<file path="config.mk">
export PLATFORM = sky130hd
export DESIGN_NAME = nes_pad_scanner
export DESIGN_NICKNAME = d
export VERILOG_FILES = /design/src/rtl/nes_pad_scanner.sv
export SDC_FILE = /design/constraint.sdc
export NUM_CORES = 1
export LEC_CHECK = 0
export CELL_PAD_IN_SITES_DETAIL_PLACEMENT = 2
export CELL_PAD_IN_SITES_GLOBAL_PLACEMENT = 2
export CORE_MARGIN = 2
export CORE_UTILIZATION = 34
export DETAILED_ROUTE_END_ITERATION = 6
export PLACE_DENSITY_LB_ADDON = 0.3
export SETUP_SLACK_MARGIN = 0.2
export SLEW_MARGIN = 0
export SYNTH_ARGS = -nofsm -noshare
export SYNTH_HDL_FRONTEND = slang
export SYNTH_SLANG_ARGS = --single-unit
</file>
<file path="constraint.sdc">
create_clock -name clk -period 3.05 [get_ports clk]
set_input_delay 0.4575 -clock clk [delete_from_list [all_inputs] [get_ports clk]]
set_output_delay 0.4575 -clock clk [all_outputs]
set_load 0.05 [all_outputs]
</file>
<file path="src/rtl/nes_pad_scanner.sv">
// Multi-pad NES controller scanner: shared latch/pulse, per-pad serial capture, held/press/code outputs.
// Optional macro AUTO_REPEAT_EN adds per-pad auto-repeat of held buttons.
module nes_pad_scanner #(
    parameter int CLK_HZ    = 50000000,
    parameter int POLL_HZ   = 60,
    parameter int LATCH_CYC = 600,
    parameter int PULSE_CYC = 600,
    parameter int NUM_PADS  = 2,
    parameter int NUM_BITS  = 8
`ifdef AUTO_REPEAT_EN
    ,
    parameter int REP_DELAY = 20,
    parameter int REP_RATE  = 6
`endif
) (
    input  logic                         clk,
    input  logic                         reset,
    input  logic [NUM_PADS-1:0]          pad_data,
    output logic                         pad_latch,
    output logic                         pad_pulse,
    output logic [NUM_PADS*NUM_BITS-1:0] buttons,
    output logic [NUM_PADS*NUM_BITS-1:0] press,
    output logic [NUM_PADS*4-1:0]        code,
    output logic                         frame_valid,
    output logic                         game_start
);

    localparam int POLL_DIV = CLK_HZ / POLL_HZ;
    localparam int TW       = $clog2(POLL_DIV);
    localparam int CMAX     = (LATCH_CYC > PULSE_CYC) ? LATCH_CYC : PULSE_CYC;
    localparam int CW       = $clog2(CMAX);
    localparam int BW       = (NUM_BITS > 1) ? $clog2(NUM_BITS) : 1;
    localparam int NB       = NUM_PADS * NUM_BITS;

    localparam logic [TW-1:0] TICK_LAST  = TW'(POLL_DIV - 1);
    localparam logic [CW-1:0] LATCH_LAST = CW'(LATCH_CYC - 1);
    localparam logic [CW-1:0] GAP_LAST   = CW'(LATCH_CYC / 2 - 1);
    localparam logic [CW-1:0] PULSE_LAST = CW'(PULSE_CYC - 1);
    localparam logic [CW-1:0] PULSE_HIGH = CW'(PULSE_CYC / 2);
    localparam logic [BW-1:0] BIT_LAST   = BW'(NUM_BITS - 1);

    typedef enum logic [2:0] {S_IDLE, S_LATCH, S_GAP, S_SHIFT, S_DONE} state_t;

    state_t                 state_q, state_d;
    logic [TW-1:0]          tick_q, tick_d;
    logic [CW-1:0]          cnt_q, cnt_d;
    logic [BW-1:0]          bit_q, bit_d;
    logic [NUM_PADS-1:0]    sync_q, sync_d;
    logic [NB-1:0]          samp_q, samp_d;
    logic                   latch_q, latch_d;
    logic                   pulse_q, pulse_d;
    logic [NB-1:0]          buttons_q, buttons_d;
    logic [NB-1:0]          press_q, press_d;
    logic [NUM_PADS*4-1:0]  code_q, code_d;
    logic                   fv_q, fv_d;
    logic                   game_q, game_d;
    logic                   do_sample;
    logic                   frame_end;
    logic [BW-1:0]          bit_sel;

`ifdef AUTO_REPEAT_EN
    localparam int RW = $clog2(REP_DELAY + 1);
    localparam logic [RW-1:0] REP_LAST   = RW'(REP_DELAY);
    localparam logic [RW-1:0] REP_RELOAD = RW'(REP_DELAY - REP_RATE);
    logic [RW-1:0] rep_q [NUM_PADS];
    logic [RW-1:0] rep_d [NUM_PADS];
    logic [RW-1:0] rep_next;
`endif

    always_comb begin
        state_d   = state_q;
        tick_d    = (tick_q == TICK_LAST) ? '0 : tick_q + TW'(1);
        cnt_d     = cnt_q;
        bit_d     = bit_q;
        sync_d    = pad_data;
        samp_d    = samp_q;
        latch_d   = latch_q;
        pulse_d   = pulse_q;
        buttons_d = buttons_q;
        press_d   = '0;
        code_d    = code_q;
        fv_d      = 1'b0;
        game_d    = game_q;
        do_sample = 1'b0;
        frame_end = 1'b0;
        bit_sel   = bit_q;
`ifdef AUTO_REPEAT_EN
        rep_d     = rep_q;
        rep_next  = '0;
`endif

        case (state_q)
            S_IDLE: begin
                // A poll tick arriving mid-frame is simply ignored since only IDLE looks at it.
                if (tick_q == TICK_LAST) begin
                    state_d = S_LATCH;
                    cnt_d   = '0;
                    latch_d = 1'b1;
                end
            end
            S_LATCH: begin
                if (cnt_q == LATCH_LAST) begin
                    state_d = S_GAP;
                    cnt_d   = '0;
                    latch_d = 1'b0;
                end else begin
                    cnt_d = cnt_q + CW'(1);
                end
            end
            S_GAP: begin
                if (cnt_q == GAP_LAST) begin
                    do_sample = 1'b1;
                    bit_sel   = '0;
                    if (NUM_BITS == 1) begin
                        frame_end = 1'b1;
                    end else begin
                        state_d = S_SHIFT;
                        cnt_d   = '0;
                        bit_d   = BW'(1);
                        pulse_d = 1'b1;
                    end
                end else begin
                    cnt_d = cnt_q + CW'(1);
                end
            end
            S_SHIFT: begin
                if (cnt_q == PULSE_LAST) begin
                    do_sample = 1'b1;
                    if (bit_q == BIT_LAST) begin
                        frame_end = 1'b1;
                    end else begin
                        cnt_d   = '0;
                        bit_d   = bit_q + BW'(1);
                        pulse_d = 1'b1;
                    end
                end else begin
                    cnt_d   = cnt_q + CW'(1);
                    pulse_d = (cnt_q + CW'(1)) < PULSE_HIGH;
                end
            end
            S_DONE: begin
                state_d = S_IDLE;
            end
            default: begin
                state_d = S_IDLE;
            end
        endcase

        if (do_sample) begin
            for (int p = 0; p < NUM_PADS; p++) begin
                for (int k = 0; k < NUM_BITS; k++) begin
                    if (bit_sel == BW'(k)) samp_d[p*NUM_BITS+k] = sync_q[p];
                end
            end
        end

        // The last sample and the frame results are taken on the same edge, so outputs are live in DONE.
        if (frame_end) begin
            state_d   = S_DONE;
            cnt_d     = '0;
            bit_d     = '0;
            pulse_d   = 1'b0;
            fv_d      = 1'b1;
            buttons_d = ~samp_d;
            press_d   = buttons_d & ~buttons_q;
`ifdef AUTO_REPEAT_EN
            for (int p = 0; p < NUM_PADS; p++) begin
                if ((buttons_d[p*NUM_BITS +: NUM_BITS] != '0) &&
                    (buttons_d[p*NUM_BITS +: NUM_BITS] == buttons_q[p*NUM_BITS +: NUM_BITS])) begin
                    rep_next = rep_q[p] + RW'(1);
                    if (rep_next == REP_LAST) begin
                        rep_d[p] = REP_RELOAD;
                        press_d[p*NUM_BITS +: NUM_BITS] = buttons_d[p*NUM_BITS +: NUM_BITS];
                    end else begin
                        rep_d[p] = rep_next;
                    end
                end else begin
                    rep_d[p] = '0;
                end
            end
`endif
            for (int p = 0; p < NUM_PADS; p++) begin
                code_d[p*4 +: 4] = 4'd0;
                for (int k = NUM_BITS - 1; k >= 0; k--) begin
                    if (press_d[p*NUM_BITS+k]) code_d[p*4 +: 4] = 4'(k + 1);
                end
            end
            for (int k = 0; k < NUM_BITS; k++) begin
                if (k == 3) game_d = game_q | press_d[k];
            end
        end
    end

    always_ff @(posedge clk) begin
        if (reset) begin
            state_q   <= S_IDLE;
            tick_q    <= '0;
            cnt_q     <= '0;
            bit_q     <= '0;
            sync_q    <= '0;
            samp_q    <= '0;
            latch_q   <= 1'b0;
            pulse_q   <= 1'b0;
            buttons_q <= '0;
            press_q   <= '0;
            code_q    <= '0;
            fv_q      <= 1'b0;
            game_q    <= 1'b0;
`ifdef AUTO_REPEAT_EN
            for (int p = 0; p < NUM_PADS; p++) rep_q[p] <= '0;
`endif
        end else begin
            state_q   <= state_d;
            tick_q    <= tick_d;
            cnt_q     <= cnt_d;
            bit_q     <= bit_d;
            sync_q    <= sync_d;
            samp_q    <= samp_d;
            latch_q   <= latch_d;
            pulse_q   <= pulse_d;
            buttons_q <= buttons_d;
            press_q   <= press_d;
            code_q    <= code_d;
            fv_q      <= fv_d;
            game_q    <= game_d;
`ifdef AUTO_REPEAT_EN
            for (int p = 0; p < NUM_PADS; p++) rep_q[p] <= rep_d[p];
`endif
        end
    end

    assign pad_latch   = latch_q;
    assign pad_pulse   = pulse_q;
    assign buttons     = buttons_q;
    assign press       = press_q;
    assign code        = code_q;
    assign frame_valid = fv_q;
    assign game_start  = game_q;

endmodule

</file>
======== Word level (Yosys, flattened, before mapping) ========
Cells that the tools add are included.
storage, ports and cells
  bits in registers ....................... 98
  input port bits ......................... 4
  output and inout bits ................... 44
  word-level logic and storage cells ...... 126
cells by class
  add/subtract/negate cells ............... 3
  order comparisons ....................... 1
  eq/ne operators ......................... 24
  mux-type cells .......................... 64
  bitwise gates (word level) .............. 6
  reductions and logical operators ........ 14
operators by type and width
  cell                     number
  $mux W4                  16
  $mux W10                 5
  $pmux W10 S4             1
  $not A16 Y16             2
  $mux W1                  27
  $mux W3                  9
  $add A20 B1 Y20 const B  1
  $eq A20 B20 Y1 const B   1
  $and A16 B16 Y16         1
  $mux W16                 1
  $eq A3 B3 Y1 const B     5
  $eq A3 B2 Y1 const B     4
  $ne A2 B2 Y1 const B     6
  $ne A3 B3 Y1 const B     4
  $pmux W3 S4              1
  $reduce_and A4 Y1        3
  $add A10 B1 Y10 const B  1
  $eq A10 B10 Y1 const B   1
  $eq A10 B9 Y1 const B    1
  $lt A10 B9 Y1 const B    1
  $reduce_and A3 Y1        3
  $eq A3 B1 Y1 const B     2
  $logic_not A3 Y1         2
  $pmux W1 S2              3
  other kinds (7)          11

======== Longest topological paths before layout ========
  word-level depth ........................ 16
  mapped depth ............................ 10
  mapped depth without buffers ............ 8

======== Least setup slack after synthesis ========
OpenSTA, ideal clock, no wires.
  kind .................................... reg2reg
  start point ............................. register cnt_q[0]
  end point ............................... register cnt_q[3]
  library setup time ...................... 0.074 ns
  arrival time ............................ 2.043 ns
  required time ........................... 2.976 ns
  setup slack ............................. 0.933 ns
  cell stages (with the launch flop) ...... 11
  clock period less this slack ............ 2.117 ns
  cell sequence ........................... dfxtp_1 -> ha_1 -> and3b_1 -> buf_6 -> and4_4 -> or2_0 -> buf_2 -> nor3_4 -> buf_6 -> a41oi_1 -> a31oi_1
between the ends
  longest elaborated chain between the ends .. 4
ends and longest elaborated chain
  what                                                     line  RTL
  start, declared                                          46    logic [CW-1:0] cnt_q, cnt_d;
  start signal, assigned                                   215   cnt_q <= cnt_d;
  branches (longest 4 deep; another with $add A10 B1 Y10)  n/a
Parallel ways; which one is timed is not known.
A chain may end at the register's enable or synchronous reset.

======== Final worst setup path ========
  start point ............................. register cnt_q[1]
  end point ............................... register code_q[3], in the netlist code[3]
between the ends
  longest elaborated chain between the ends .. 16
ends and longest elaborated chain
  what                  line  RTL
  $eq A10 B9 Y1         111   if (cnt_q == GAP_LAST) begin
  $mux W3               111
  $mux W3               92    case (state_q)
  $eq A3 B3 Y1          152   if (bit_sel == BW'(k)) samp_d[p*NUM_BITS+k] = sync_q[p];
  $mux W1               152
  $mux W16              149   if (do_sample) begin
  $not A16 Y16          164   buttons_d = ~samp_d;
  $and A16 B16 Y16      165   press_d = buttons_d & ~buttons_q;
  $mux W4 (8 in a row)  185   if (press_d[p*NUM_BITS+k]) code_d[p*4 +: 4] = 4'(k + 1);
  end signal, assigned  223   code_q <= code_d;
  end, declared         54    logic [NUM_PADS*4-1:0] code_q, code_d;
Several ways; a longest one is shown, not always the timed one.

==> qor.yml <==
slew_headroom_pct: 46.46
hold_viol: 0
num_antenna_cells: 0
die_y_um: 119.1
yosys.cell_types.count: 60
finalCriticalPeriod_ns: 2.705
p_switching_w: 0.0005659
hpwl_um: 10010
synthTopCellsByArea: "dfxtp_1 (44%), nor2_1 (6.8%), mux2i_1 (5.1%)"
status: "complete, no violations"
drtPass1Iterations: 4
die_area_mm2: 0.01418
syn_area_mm2: 0.004502
grt_pass1_wl_um: 22940
peakVddDrop_v: 0.0002855
ctsHtreeMaxLevel: 3
route.met2.wl_um: 7006
drc: 0
cts_tree: "yes"
clk_path_buf_depth: 2
grt.overflow.total: 0
top_layer_used: "met4"
setup_viol: 0
critPathKind: "reg -> reg"
io_pins: 48
yosysTopAreaCellShare_pct: 43.58
drtIter0Drc: 111
synth_flop_cell: "dfxtp_1"
cts_sinks: 98
hold_path_class: "reg -> reg"
ys_ff_latch: 98
finalCritPeriodShare_pct: 88.69
yosysTopAreaCell: "dfxtp_1"
synth_fp_nets: 529
cts_root_buf: "clkbuf_16"
final_antenna_net_count: 0
required_ns: 3.33
syn2layout_area_growth_pct: 22.35
final_cell_mix: "dfxtp_1 (98), nor2_1 (81), nand2_1 (58), clkdlybuf4s50_1 (46), a21oi_1 (32)"
insertion_delay_ns: 0.35
start_kind: "flip-flop"
start_util_pct: 34.40
port-buffer-count: 47
cap_violations: 0
fmax_mhz: 369.7
critPathMaxFanout: 9
wl_per_cell_um: 18.69
grt_max_degree: 31
worst_pin_slew_ns: 0.7963
wl_met3_um: 281
comb_power_share_pct: 2.1
setup_tns_ns: 0
antenna_found_initial: 0
fp.dieW_um: 119.1
finalNetCount: 573
grtUsageTotal_pct: 20.45
synth-warning-count: 0
routed_wl_um: 13920
num_rows: 42
p_seq_share_pct: 50.3
power.density_cell_area_mw_per_mm2: 468.1
placed_cell_area_mm2: 0.005149
hold_slack_ns: 0.4703
end_kind: "flip-flop"
arrival_ns: 2.99
rsz0062_at_grt: "true"
hold_buffers: 0
numCtsBuffers: 9
grt_pass1_vias: 4361
final_layout_size_suffix_gt1_share_pct: 10.19
place_congestion: 0.8784
p_int_w: 0.002012
synth_cells: 520
async_flop_share_pct: 0
final_core_util_pct: 42.09
final_area_mm2: 0.005508
fin_skew_ns: 0.007958
ys_seq_area_share_pct: 43.58
syn_area_per_cell_um2: 8.657
final_common_cell: "dfxtp_1"
core_area_mm2: 0.01309
viasPerCell: 5.332
clk_transition_reported_paths_ns: 0.07
wl_met1_um: 6381
swShare_pct: 21.95
p_clk_share_pct: 47.6
drv_slew: 0
vias: 3972
synth_edf_count: 0
p_leak_nw: 2.038
metal layers:
metal	global-route usage, %	up-vias
li1	-	1899
met1	26.05	2000
met4	7.589	0
met5	0	-
met3	2.634	17
met2	35.27	56
synthesized netlist by cell type (3+ instances only):
| cell type | number |
|---|---|
| nor3_1 | 10 |
| and2_1 | 3 |
| nand3_1 | 13 |
| o21ai_1 | 5 |
| nand3b_1 | 4 |
| buf_2 | 4 |
| a211oi_1 | 3 |
| xnor2_1 | 6 |
| buf_6 | 3 |
| nand2_1 | 58 |
| ha_1 | 5 |
| nor4bb_1 | 4 |
| dfxtp_1 | 98 |
| nor2_1 | 81 |
| nand2b_1 | 8 |
| xor2_1 | 14 |
| a21oi_1 | 32 |
| nand4_1 | 9 |
| a31oi_1 | 9 |
| o21ai_0 | 11 |
| and3_1 | 8 |
| clkbuf_1 | 18 |
| mux2i_1 | 23 |
| nor3b_1 | 4 |
| nand4_2 | 3 |
| and4b_1 | 3 |
| inv_1 | 7 |
| mux2_2 | 10 |
| or3_1 | 5 |
| nor4_1 | 3 |
| nor2b_1 | 13 |
| and3b_1 | 4 |
path summary, 6_finish.rpt:
path | from | endpoint | slack (ns) | cells past startpoint
min reg2reg | code[7] | code[7] | 0.47 | 2
min | code[7] | code[7] | 0.47 | 2
max reg2reg | cnt_q[1] | code[3] | 0.34 | 7
max | cnt_q[1] | code[3] | 0.34 | 7
metrics by stage:
step / total power [W] / worst slack [ns] / instances
after global placement: 0.001377 / 0.3670 / 728
after CTS: 0.002608 / 0.2379 / 744
after floorplan: 0.001360 / 0.9330 / 520
after global routing: 0.002673 / 0.1746 / 745
after detailed placement: 0.001380 / 0.2183 / 728
final: 0.002578 / 0.3449 / 745
power groups by stage:
stage / sequential, W / clock [W] / combinational [W]
4_1_cts: 0.00130 / 0.00126 / 0.0000539
6_report: 0.00130 / 0.00123 / 0.0000530
2_1_floorplan: 0.00132 / 0 / 0.0000352
5_1_grt: 0.00130 / 0.00131 / 0.0000607
3_3_place_gp: 0.00133 / 0 / 0.0000506
3_5_place_dp: 0.00133 / 0 / 0.0000532
critical path: stages, from the launching register on:
cell      delay [ns]
dfxtp_1         0.43
ha_1            0.36
and3b_2         0.38
nand4_1         0.38
mux2_2          0.42
nor4_2          0.35
nand3b_1        0.14
o21ai_1         0.16
cell families (layout without fill, tap and decap cells):
kind of cell | count (synthesis) | after routing | share of synthesized area [%]
AND/OR/NAND/NOR | 254 | 254 | 30.13
flip-flops | 98 | 98 | 43.58
AO/OA/AOI/OAI | 75 | 75 | 9.783
buffers and inverters | 35 | 84 | 3.613
multiplexers | 33 | 33 | 7.615
XOR/XNOR | 20 | 20 | 3.891
adder cells (fa/ha/maj) | 5 | 5 | 1.390
cell type report:
type                    instances  area (um2)
multi-input cells             387        2395
flip-flops and latches         98        1962
well taps                     176       220.2
fillers                      1455        7577
clock inverters                 4       55.05
repair buffers                 61       583.1
clock buffers                  12       266.5
inverters                       7       26.28
what timing repair did:
| item | CTS | global route |
|---|---|---|
| resized for setup | 2 | 3 |
| cloned | 0 | 0 |
| setup buffers | 0 | 1 |
| pin swaps | 0 | 2 |
| endpoints found under the setup margin | 2 | 13 |
registers in the layout (all words and copies together) (netlist names):
| register | cells |
|---|---|
| samp_q | 16 |
| state_q | 3 |
| tick_q | 20 |
| buttons | 16 |
| pad_pulse | 1 |
| frame_valid | 1 |
| pad_latch | 1 |
| cnt_q | 10 |
| press | 16 |
| game_start | 1 |
| bit_q | 3 |
| sync_q | 2 |
| code | 8 |
(Power assumes the default switching activity.)
